File: src/rtl/instruction_loader.sv
// Byte-stream to instruction-RAM writer: takes a word count N followed by 2*N
// little-endian bytes and emits one word write per byte pair at stride-4 byte addresses.
module instruction_loader #(
  parameter int DATA_WIDTH  = 16,
  parameter int ADDR_WIDTH  = 8,
  parameter int ADDR_STRIDE = 4,
  parameter int MAX_WORDS   = 64
) (
  input  logic                  clk,
  input  logic                  rst_n,
  input  logic                  start,
  input  logic                  in_valid,
  input  logic [7:0]            in_data,
  output logic                  in_ready,
  output logic                  we,
  output logic [ADDR_WIDTH-1:0] waddr,
  output logic [DATA_WIDTH-1:0] wdata,
  output logic                  busy,
  output logic                  done,
  output logic                  error,
  output logic [6:0]            words_written
);

  typedef enum logic [2:0] {
    IDLE,
    COUNT,
    LO,
    HI,
    WRITE,
    DONE,
    ERR
  } state_t;

  localparam logic [8:0] MAX_N = 9'(MAX_WORDS);

  state_t     state;
  state_t     state_next;
  logic [6:0] word_cnt;
  logic [7:0] lo_byte;
  logic       accept;
  logic       count_bad;
  logic       last_word;

  assign accept    = in_valid & in_ready;
  assign count_bad = (in_data == 8'd0) || ({1'b0, in_data} > MAX_N);
  // words_written doubles as the word index of the write in progress
  assign last_word = ((words_written + 7'd1) == word_cnt);

  always_ff @(posedge clk or negedge rst_n) begin
    if (!rst_n) begin
      state <= IDLE;
    end else begin
      state <= state_next;
    end
  end

  always_comb begin
    state_next = state;
    in_ready   = 1'b0;
    we         = 1'b0;
    busy       = 1'b0;
    done       = 1'b0;
    error      = 1'b0;
    case (state)
      IDLE: begin
        if (start) state_next = COUNT;
      end
      COUNT: begin
        in_ready = 1'b1;
        busy     = 1'b1;
        if (in_valid) state_next = count_bad ? ERR : LO;
      end
      LO: begin
        in_ready = 1'b1;
        busy     = 1'b1;
        if (in_valid) state_next = HI;
      end
      HI: begin
        in_ready = 1'b1;
        busy     = 1'b1;
        if (in_valid) state_next = WRITE;
      end
      WRITE: begin
        we         = 1'b1;
        busy       = 1'b1;
        state_next = last_word ? DONE : LO;
      end
      DONE: begin
        done       = 1'b1;
        state_next = IDLE;
      end
      ERR: begin
        error = 1'b1;
        if (start) state_next = COUNT;
      end
      default: state_next = IDLE;
    endcase
  end

  // wdata/waddr only change on the edge that enters WRITE, so they hold while we=0
  always_ff @(posedge clk or negedge rst_n) begin
    if (!rst_n) begin
      word_cnt      <= '0;
      lo_byte       <= '0;
      waddr         <= '0;
      wdata         <= '0;
      words_written <= '0;
    end else begin
      if (((state == IDLE) || (state == ERR)) && start) begin
        words_written <= '0;
      end
      if ((state == COUNT) && accept) begin
        word_cnt <= in_data[6:0];
      end
      if ((state == LO) && accept) begin
        lo_byte <= in_data;
      end
      if ((state == HI) && accept) begin
        wdata <= DATA_WIDTH'({in_data, lo_byte});
        waddr <= ADDR_WIDTH'(int'(words_written) * ADDR_STRIDE);
      end
      if (state == WRITE) begin
        words_written <= words_written + 7'd1;
      end
    end
  end

endmodule

File: config.mk
export PLATFORM = sky130hd
export DESIGN_NAME = instruction_loader
export DESIGN_NICKNAME = d
export VERILOG_FILES = /design/src/rtl/instruction_loader.sv
export SDC_FILE = /design/constraint.sdc
export NUM_CORES = 1
export LEC_CHECK = 0
export BUFFER_PORTS_ARGS = -buffer_cell sky130_fd_sc_hd__buf_2
export CAP_MARGIN = 15
export CORE_MARGIN = 2
export CORE_UTILIZATION = 57
export CTS_CLUSTER_DIAMETER = 120
export DETAILED_ROUTE_END_ITERATION = 12
export GPL_ROUTABILITY_DRIVEN = 0
export PLACE_DENSITY = 0.83
export SLEW_MARGIN = 20
export SYNTH_ARGS = -nofsm -noshare
export SYNTH_HDL_FRONTEND = slang
export SYNTH_SLANG_ARGS = --single-unit
File: constraint.sdc
create_clock -name clk -period 4.6 [get_ports clk]
set_clock_uncertainty 0.05 [all_clocks]
set_input_delay 0 -clock clk [delete_from_list [all_inputs] [get_ports clk]]
set_output_delay 0 -clock clk [all_outputs]
set_load 0.02 [all_outputs]
---- Word-level counts from Yosys, hierarchy flattened ----
Index checks and enable logic that the tools add are counted.
storage, ports and cells
  input bits .............................. 12
  output and inout port bits .............. 36
  register bits ........................... 47
  logic and storage cells ................. 47
cells by class
  add/sub/neg operators ................... 1
  bitwise gates (word level) .............. 1
  reductions and logical operators ........ 13
  multiplexer cells ....................... 14
  eq/ne operators ......................... 11
  $lt $le $gt $ge ......................... 1
operators with widths
  operator                                                                          count
  3-bit 2-to-1 mux                                                                  6
  3-bit one-hot mux with 5 select lines                                             1
  7-bit 2-to-1 mux                                                                  2
  3-bit equality test (second input constant)                                       3
  8-bit by 7-bit greater-than comparator with 1-bit output (second input constant)  1
  8-bit zero test                                                                   1
  7-bit by 1-bit adder with 7-bit output (second input constant)                    1
  7-bit equality test                                                               1
  3-bit by 2-bit equality test with 1-bit output (second input constant)            2
  2-bit inequality test (second input constant)                                     3
  1-bit 2-to-1 mux                                                                  5
  1-bit logical AND                                                                 4
  4-bit AND reduction                                                               1
  4-bit OR reduction                                                                1
  3-bit by 1-bit equality test with 1-bit output (second input constant)            1
  3-bit zero test                                                                   1
  3-bit OR reduction                                                                1
  1-bit logical OR                                                                  2
  2-bit by 1-bit inequality test with 1-bit output (second input constant)          1
  2-bit nonzero test                                                                1
  2-bit OR reduction                                                                1
  1-bit AND                                                                         1

---- Logic depth before layout (Yosys ltp) ----
Gate-level depths: netlist of the first run.
  depth after elaboration ................. 5
  mapped depth ............................ 6
  mapped depth without buffers ............ 6

---- Worst setup path after synthesis of the first run ----
OpenSTA, ideal clock, no wires.
  kind .................................... register to register
  from .................................... reg words_written[0]
  to ...................................... reg state[1]
  required time ........................... 4,424 ps
  path slack .............................. 2,189 ps
  clock period less this slack ............ 2,411 ps
  setup time .............................. 126 ps
  cell stages (with the launch flop) ...... 7
  arrival ................................. 2,235 ps
  buffers on the path ..................... 0
  path through ............................ dfrtp_1 ha_1 nand3_2 or2_2 xnor2_1 or4_4 a221o_1
between the ends
  longest elaborated chain between the ends .. 4
RTL lines
  what                                    line  source
  start, declared                         21    output logic [6:0] words_written
  start signal, assigned                  123   words_written <= words_written + 7'd1;
  7-bit by 1-bit adder with 7-bit output  47    assign last_word = ((words_written + 7'd1) == word_cnt);
  7-bit equality test                     47
  3-bit 2-to-1 mux                        86    state_next = last_word ? DONE : LO;
  3-bit one-hot mux with 5 select lines   64    case (state)
  end signal, assigned                    53    state <= state_next;
  end, declared                           36    state_t state;
No other way between the ends.
A chain may end at the register's enable or synchronous reset.

---- Final worst setup path of the first run ----
Ends and elaborated chain as after synthesis.

==> flow_summary.yaml, run 1 <==
synthesis:
  yosysMostFrequentCell: "dfrtp_1"
  ys_seq_elements: 47
  synth_cell_type_count: 35
  synth_enable_flop_cells: 0
  yosysSeqAreaShare_pct: 54.6
  syn_inst: 174
  synth_flop_cell: "dfrtp_1"
  syn_area_per_cell_um2: 12.4
  synth_top_area_cell: "dfrtp_1"
  synth.area.top_cells: "dfrtp_1, mux2_2, xor2_1"
  yosysTopAreaCellShare_pct: 54.6
  synthTopCellsByCount: "dfrtp_1, mux2_2, nand2_1, nor2_1, o21ai_0"
  syn_area_um2: 2150
  yosys_warnings: 0
  synthArstFlopShare_pct: 100
cts:
  h-tree-depth: 2
  post_cts_buffers: 0
  postCtsHoldBufs: 10
  cts_buffers: 5
  clockBufferDepth: 2
  cts_sinks: 47
  cts-resized-gates: 0
  clk_latency_ns: 0.30
  cts_tree: "done"
  root_buffer: "clkbuf_8"
  path_clk_slew_ns: 0.08
worst_setup_path:
  crit_arrival_ns: 2.66
  worstSetupPathType: "flop to flop"
  worstPathCellList: "ha_1 -> nand3_2 -> or2_2 -> xnor2_1 -> or4_4 -> a221o_1"
  end_kind: "flop"
  critPathBufInv: 0
  required_ns: 4.74
  path_max_fanout: 7
  start_kind: "flop"
  crit_slowest_cell: "or4_4"
  critPathMaxStageDelay_ns: 0.57
  cp_top_family: "simple AND/OR/NAND/NOR gates"
route:
  drt_first_pass_iters: 4
  routed_wirelength_um: 4130
  ant_nets: 0
  num_vias: 1489
  dr.first_iter.drc_count: 58
  route.detailed.drc: 0
  viasPerCell: 5.39
  wire_per_inst_um: 15.0
floorplan:
  die_height_um: 65.5
  ios: 48
  initial_utilization_pct: 58.9
  dieArea_um2: 4290
  rows: 22
  die-width_um: 65.5
  core_um2: 3660
cells_and_area:
  multi_input_area_um2: 915
  nFillCells: 275
  fin_nets: 240
  seq_area_um2: 1180
  layout-drive-gt1-share_pct: 43.4
  post-route-util_pct: 71.2
  syn_to_final_growth_pct: 20.9
  final_cells: 276
  num_antenna_cells: 0
pwr:
  seqPwrFrac_pct: 41.7
  power.share.clock_pct: 16.5
  switchingPower_mw: 0.734
  leakage_nw: 1.25
  irDropWorstVdd_mv: 0.429
  swShare_pct: 39.3
  power_density_nw_per_um2: 716
  intPower_mw: 1.13
  pwr-share-comb_pct: 41.8
timing:
  rsz0062_at_grt: "no"
  slew_headroom_pct: 47.5
  fin_crit_sh_pct: 54.9
  timing.fmax_ghz: 0.396
  finalSetupTns_ns: 0
  fin_crit_ns: 2.52
  maxSlewViolCount: 0
  tightest_slew_ns: 0.783
  hold_viol_final: 0
  finalSetupViolations: 0
global_route:
  antenna_found_initial: 0
  grt_pass1_wl_um: 6980
  grt_pass1_vias: 1416
  grt_max_degree: 48
  grt_overflow: 0
  grtUsageTotal_pct: 22.2
placed_design:
  hpwl_um: 2850
  io_buffers: 45
  dp.cells: 258
flow_run:
  drv_cap: 0
run_status:
  status: "completed"
worst_hold_path:
  min_path_type: "input pin to flop"
-- worst reg2reg max path, cell delays in order (launching register included) --
cell and delay (ns):
dfrtp_1 0.50, ha_1 0.30, nand3_2 0.12, or2_2 0.36, xnor2_1 0.16, or4_4 0.57, a221o_1 0.36
-- layer usage --
layer | part of all wire, % | track usage, % | vias to the layer above
li1 | - | - | 717
met1 | 46 | 30.6 | 722
met5 | 0 | 0 | -
met3 | 4.3 | 5.48 | 8
met2 | 47 | 33.2 | 42
met4 | 1.9 | 10.4 | 0
-- flip-flops by register name, indices dropped and copies added, names as in the netlist --
signal         count
lo_byte            8
state              3
waddr              6
wdata             16
word_cnt           7
words_written      7
-- layout by cell type (no fill, tap or decap), types with 2 or more instances in the layout --
master,netlist,final
clkbuf_8,0,5
dfrtp_1,47,47
nor2_1,8,8
o21ai_0,8,8
mux2_2,38,38
nand3_2,2,3
dlygate4sd3_1,0,10
nand2_1,11,11
xor2_1,7,7
or2_2,2,2
nor3_1,5,5
o221ai_1,2,2
a21oi_1,5,5
inv_1,3,3
nand2b_1,4,4
conb_1,1,2
xnor2_1,4,4
buf_2,0,44
nand3_1,3,2
-- path summary, 6_finish.rpt --
path                            cells after the start  slack (ns)               end        startpoint
worst max-delay path                                6        2.08          state[1]  words_written[0]
max in group asynchronous                           2        3.92          state[1]             rst_n
worst max register to register                      6        2.08          state[1]  words_written[0]
min in group asynchronous                           2        0.18  words_written[5]             rst_n
worst min-delay path                                3        0.04          state[2]          in_valid
worst min register to register                      1        0.46          waddr[3]          waddr[3]
-- power by group through the flow --
stage               clock, mW  sequential, mW  combinational [mW]
detailed placement          0           0.786               0.775
finish                  0.309           0.778               0.779
CTS                     0.314           0.777               0.786
global route            0.341           0.810               0.850
global placement            0           0.773               0.757
floorplan                   0           0.862               0.473
-- area by class of cell --
class	instances	share of cell area, %
multi-input combinational	115	35.1
clock buffer	5	2.64
tap	48	2.31
clock inverter	3	1.78
inverter	3	0.432
timing repair buffer	55	12.6
sequential	47	45.1
-- cell families after synthesis --
kind of cell	after synthesis	share of synthesized area, %
muxes	39	20.3
adders and majority gates	1	0.581
xor gates and xnor gates	11	4.47
buffers and inverters	13	3.37
AOI/OAI and AO/OA	23	7.03
DFF	47	54.6
and+or+nand+nor	39	9.47
other	1	0.174
-- stage by stage --
step           hold slack, ns  area, um2  worst slack [ns]  power [mW]
3_5_place_dp            0.171       2380              2.10        1.56
6_report               0.0379       2610              2.08        1.87
2_1_floorplan          -0.346       2160              2.19        1.33
4_1_cts                0.0317       2600              2.08        1.88
5_1_grt                 0.103       2610              1.97        2.00
3_3_place_gp            0.178       2380              2.11        1.53
No activity file was read; power rests on OpenSTA's default activity.
==> inputs of run 2 (changes only) <==
Settings changed: ABC_AREA from default to 1, CORE_UTILIZATION 57 to 48, PLACE_DENSITY 0.83 to 0.75.
Clock period 4.6 ns to 2.1 ns, I/O delays scaled along.
==> run 2 against run 1 <==
Clock power is 110% higher; critical endpoint is now busy; die area is 20% higher; synthesized cell count is 45% higher; routed wire length is 9.4% higher; synthesized area is 2.6% higher.
==> flow_summary.yaml, run 2 <==
run_status:
  status: "completed"
cts:
  root_buffer: "clkbuf_8"
  post_cts_buffers: 0
  clk_latency_ns: 0.30
  cts_buffers: 5
  path_clk_slew_ns: 0.09
  cts_tree: "done"
  clockBufferDepth: 2
  cts_sinks: 47
  h-tree-depth: 2
worst_setup_path:
  start_kind: "flop"
  crit_start: "state[2]"
  path_max_fanout: 8
  rrSetupSlack_ns: 0.36
  crit_end: "busy"
  crit_arrival_ns: 1.70
  worstSetupPathType: "flop to output port"
  rr_worst_depth: 14
  required_ns: 2.05
  end_kind: "output port"
  r2r_start: "words_written[0]"
  r2r_end: "state[1]"
floorplan:
  ios: 48
  initial_utilization_pct: 50.4
  rows: 24
  die_height_um: 71.9
  core_um2: 4380
  dieArea_um2: 5160
  die-width_um: 71.9
cells_and_area:
  postLayoutCellArea_um2: 2670
  final_cell_mix: "nand2_1, dfrtp_1, buf_2"
  reg_top3: "wdata x16, lo_byte x8"
  fin_nets: 321
  layout-drive-gt1-share_pct: 23.9
  syn_to_final_growth_pct: 20.8
  largest_reg_flops: 16
  final_common_cell: "nand2_1"
  num_antenna_cells: 0
  post-route-util_pct: 60.9
  largest_register: "wdata"
route:
  routed_wirelength_um: 4510
  dr.first_iter.drc_count: 86
  viasPerCell: 5.00
  ant_nets: 0
  wire_per_inst_um: 12.5
  num_vias: 1804
  drt_first_pass_iters: 4
  route.detailed.drc: 0
synthesis:
  synth_xor_area_share_pct: 0.792
  synth_simple_gate_area_share_pct: 23.4
  ys_seq_elements: 47
  synth_top_area_cell: "dfrtp_1"
  synth_cell_type_count: 31
  synth_flop_cell: "dfrtp_1"
  synth_enable_flop_cells: 0
  yosysSeqAreaShare_pct: 53.2
  synth_top_family_by_area: "simple AND/OR/NAND/NOR gates"
  syn_area_um2: 2210
  synthArstFlopShare_pct: 100
  synth.area.top_cells: "dfrtp_1, nand2_1, o21ai_0"
  syn_area_per_cell_um2: 8.74
  syn_inst: 253
  yosysTopAreaCellShare_pct: 53.2
  muxShareOfSynthArea_pct: 4.41
  yosys_warnings: 0
  synthTopCellsByCount: "nand2_1, dfrtp_1, o21ai_0, inv_1, nand3_1"
  synth-adder-area-share_pct: 0.566
  synth_compound_area_share_pct: 10.1
  yosysMostFrequentCell: "nand2_1"
pwr:
  intPower_mw: 2.17
  switchingPower_mw: 1.53
  seqPwrFrac_pct: 41.5
  leakage_nw: 1.39
  swShare_pct: 41.3
  pwr-share-comb_pct: 40.6
  power_density_nw_per_um2: 1380
  power.share.clock_pct: 17.9
  irDropWorstVdd_mv: 0.711
placed_design:
  hpwl_um: 3290
  placed_area_um2: 2460
  io_buffers: 45
timing:
  timing.fmax_ghz: 0.572
  finalSetupViolations: 0
  maxSlewViolCount: 0
  hold_viol_final: 0
  fin_crit_sh_pct: 83.2
  rsz0062_at_grt: "no"
  fin_crit_ns: 1.75
  finalSetupTns_ns: 0
global_route:
  grt_pass1_vias: 1736
  antenna_found_initial: 0
  grt_max_degree: 37
  grt_overflow: 0
  grtUsageTotal_pct: 19.6
  grt_pass1_wl_um: 7910
worst_hold_path:
  min_path_type: "input pin to async pin"
flow_run:
  drv_cap: 0
==> run 2: changes by cell type after synthesis, moves of 5 or more <==
cell and change:
o21ai_0 +23, o21ai_1 +5, nand3_1 +12, a21oi_1 -5
nand2_1 +68, mux2_2 -32, xor2_1 -6, inv_1 +21
==> run 2: layer usage <==
metal / global-route usage [%] / wire [um] / vias up
met1: 25.9 / 2120 / 835
met5: 0 / 0 / -
met2: 31.2 / 2070 / 46
met3: 4.50 / 247 / 7
li1: - / - / 916
met4: 8.60 / 77 / 0
==> run 2: area by class of cell <==
type / count / area, um2
clock buffers: 5 / 68.8
well taps: 52 / 65.1
clock inverters: 3 / 43.8
multi-input cells: 171 / 877
flip-flops and latches: 47 / 1180
inverters: 26 / 97.6
repair buffers: 57 / 340
fillers: 375 / 1710
==> run 2: power by group through the flow <==
stage | sequential (mW) | combinational, mW | clock, mW
4_1_cts | 1.53 | 1.51 | 0.679
5_1_grt | 1.58 | 1.69 | 0.715
3_3_place_gp | 1.53 | 1.46 | 0
6_report | 1.53 | 1.50 | 0.659
2_1_floorplan | 1.70 | 0.910 | 0
3_5_place_dp | 1.54 | 1.50 | 0
==> run 2: cell families after synthesis <==
logic type	after synthesis
multiplexers	8
XOR/XNOR	2
flip-flops	47
AO/OA/AOI/OAI	42
other	1
buffers and inverters	36
adder cells (fa/ha/maj)	1
AND/OR/NAND/NOR	116
==> run 2: timing repair <==
item / 4_1_cts / 5_1_grt
resized for setup: 0 / 1
hold endpoints to repair: 69 / 0
endpoints found under the setup margin: 0 / 3
hold buffers: 10 / 0
==> run 2: worst min path at each step <==
stage,startpoint,to,slack [ns]
floorplan,rst_n,lo_byte[0],-0.35
global placement,rst_n,waddr[7],-0.11
detailed placement,rst_n,waddr[7],-0.11
CTS,in_valid,state[1],0.10
global route,rst_n,wdata[6],0.15
finish,rst_n,wdata[6],0.1
==> run 2: metrics by stage <==
step	setup slack (ns)	power, mW	hold slack [ns]	std cells
after floorplan	0.415	2.61	-0.346	254
after global placement	0.391	2.99	-0.113	343
after detailed placement	0.316	3.04	-0.110	343
after CTS	0.295	3.72	0.103	361
after global routing	0.0508	3.99	0.145	361
final	0.353	3.69	0.0966	361
==> run 2: critical path: stages, from the launching register on <==
cell and delay [ns]:
dfrtp_1 0.49, inv_2 0.13, nor3_4 0.32, inv_1 0.20, nand2_1 0.10, buf_2 0.16
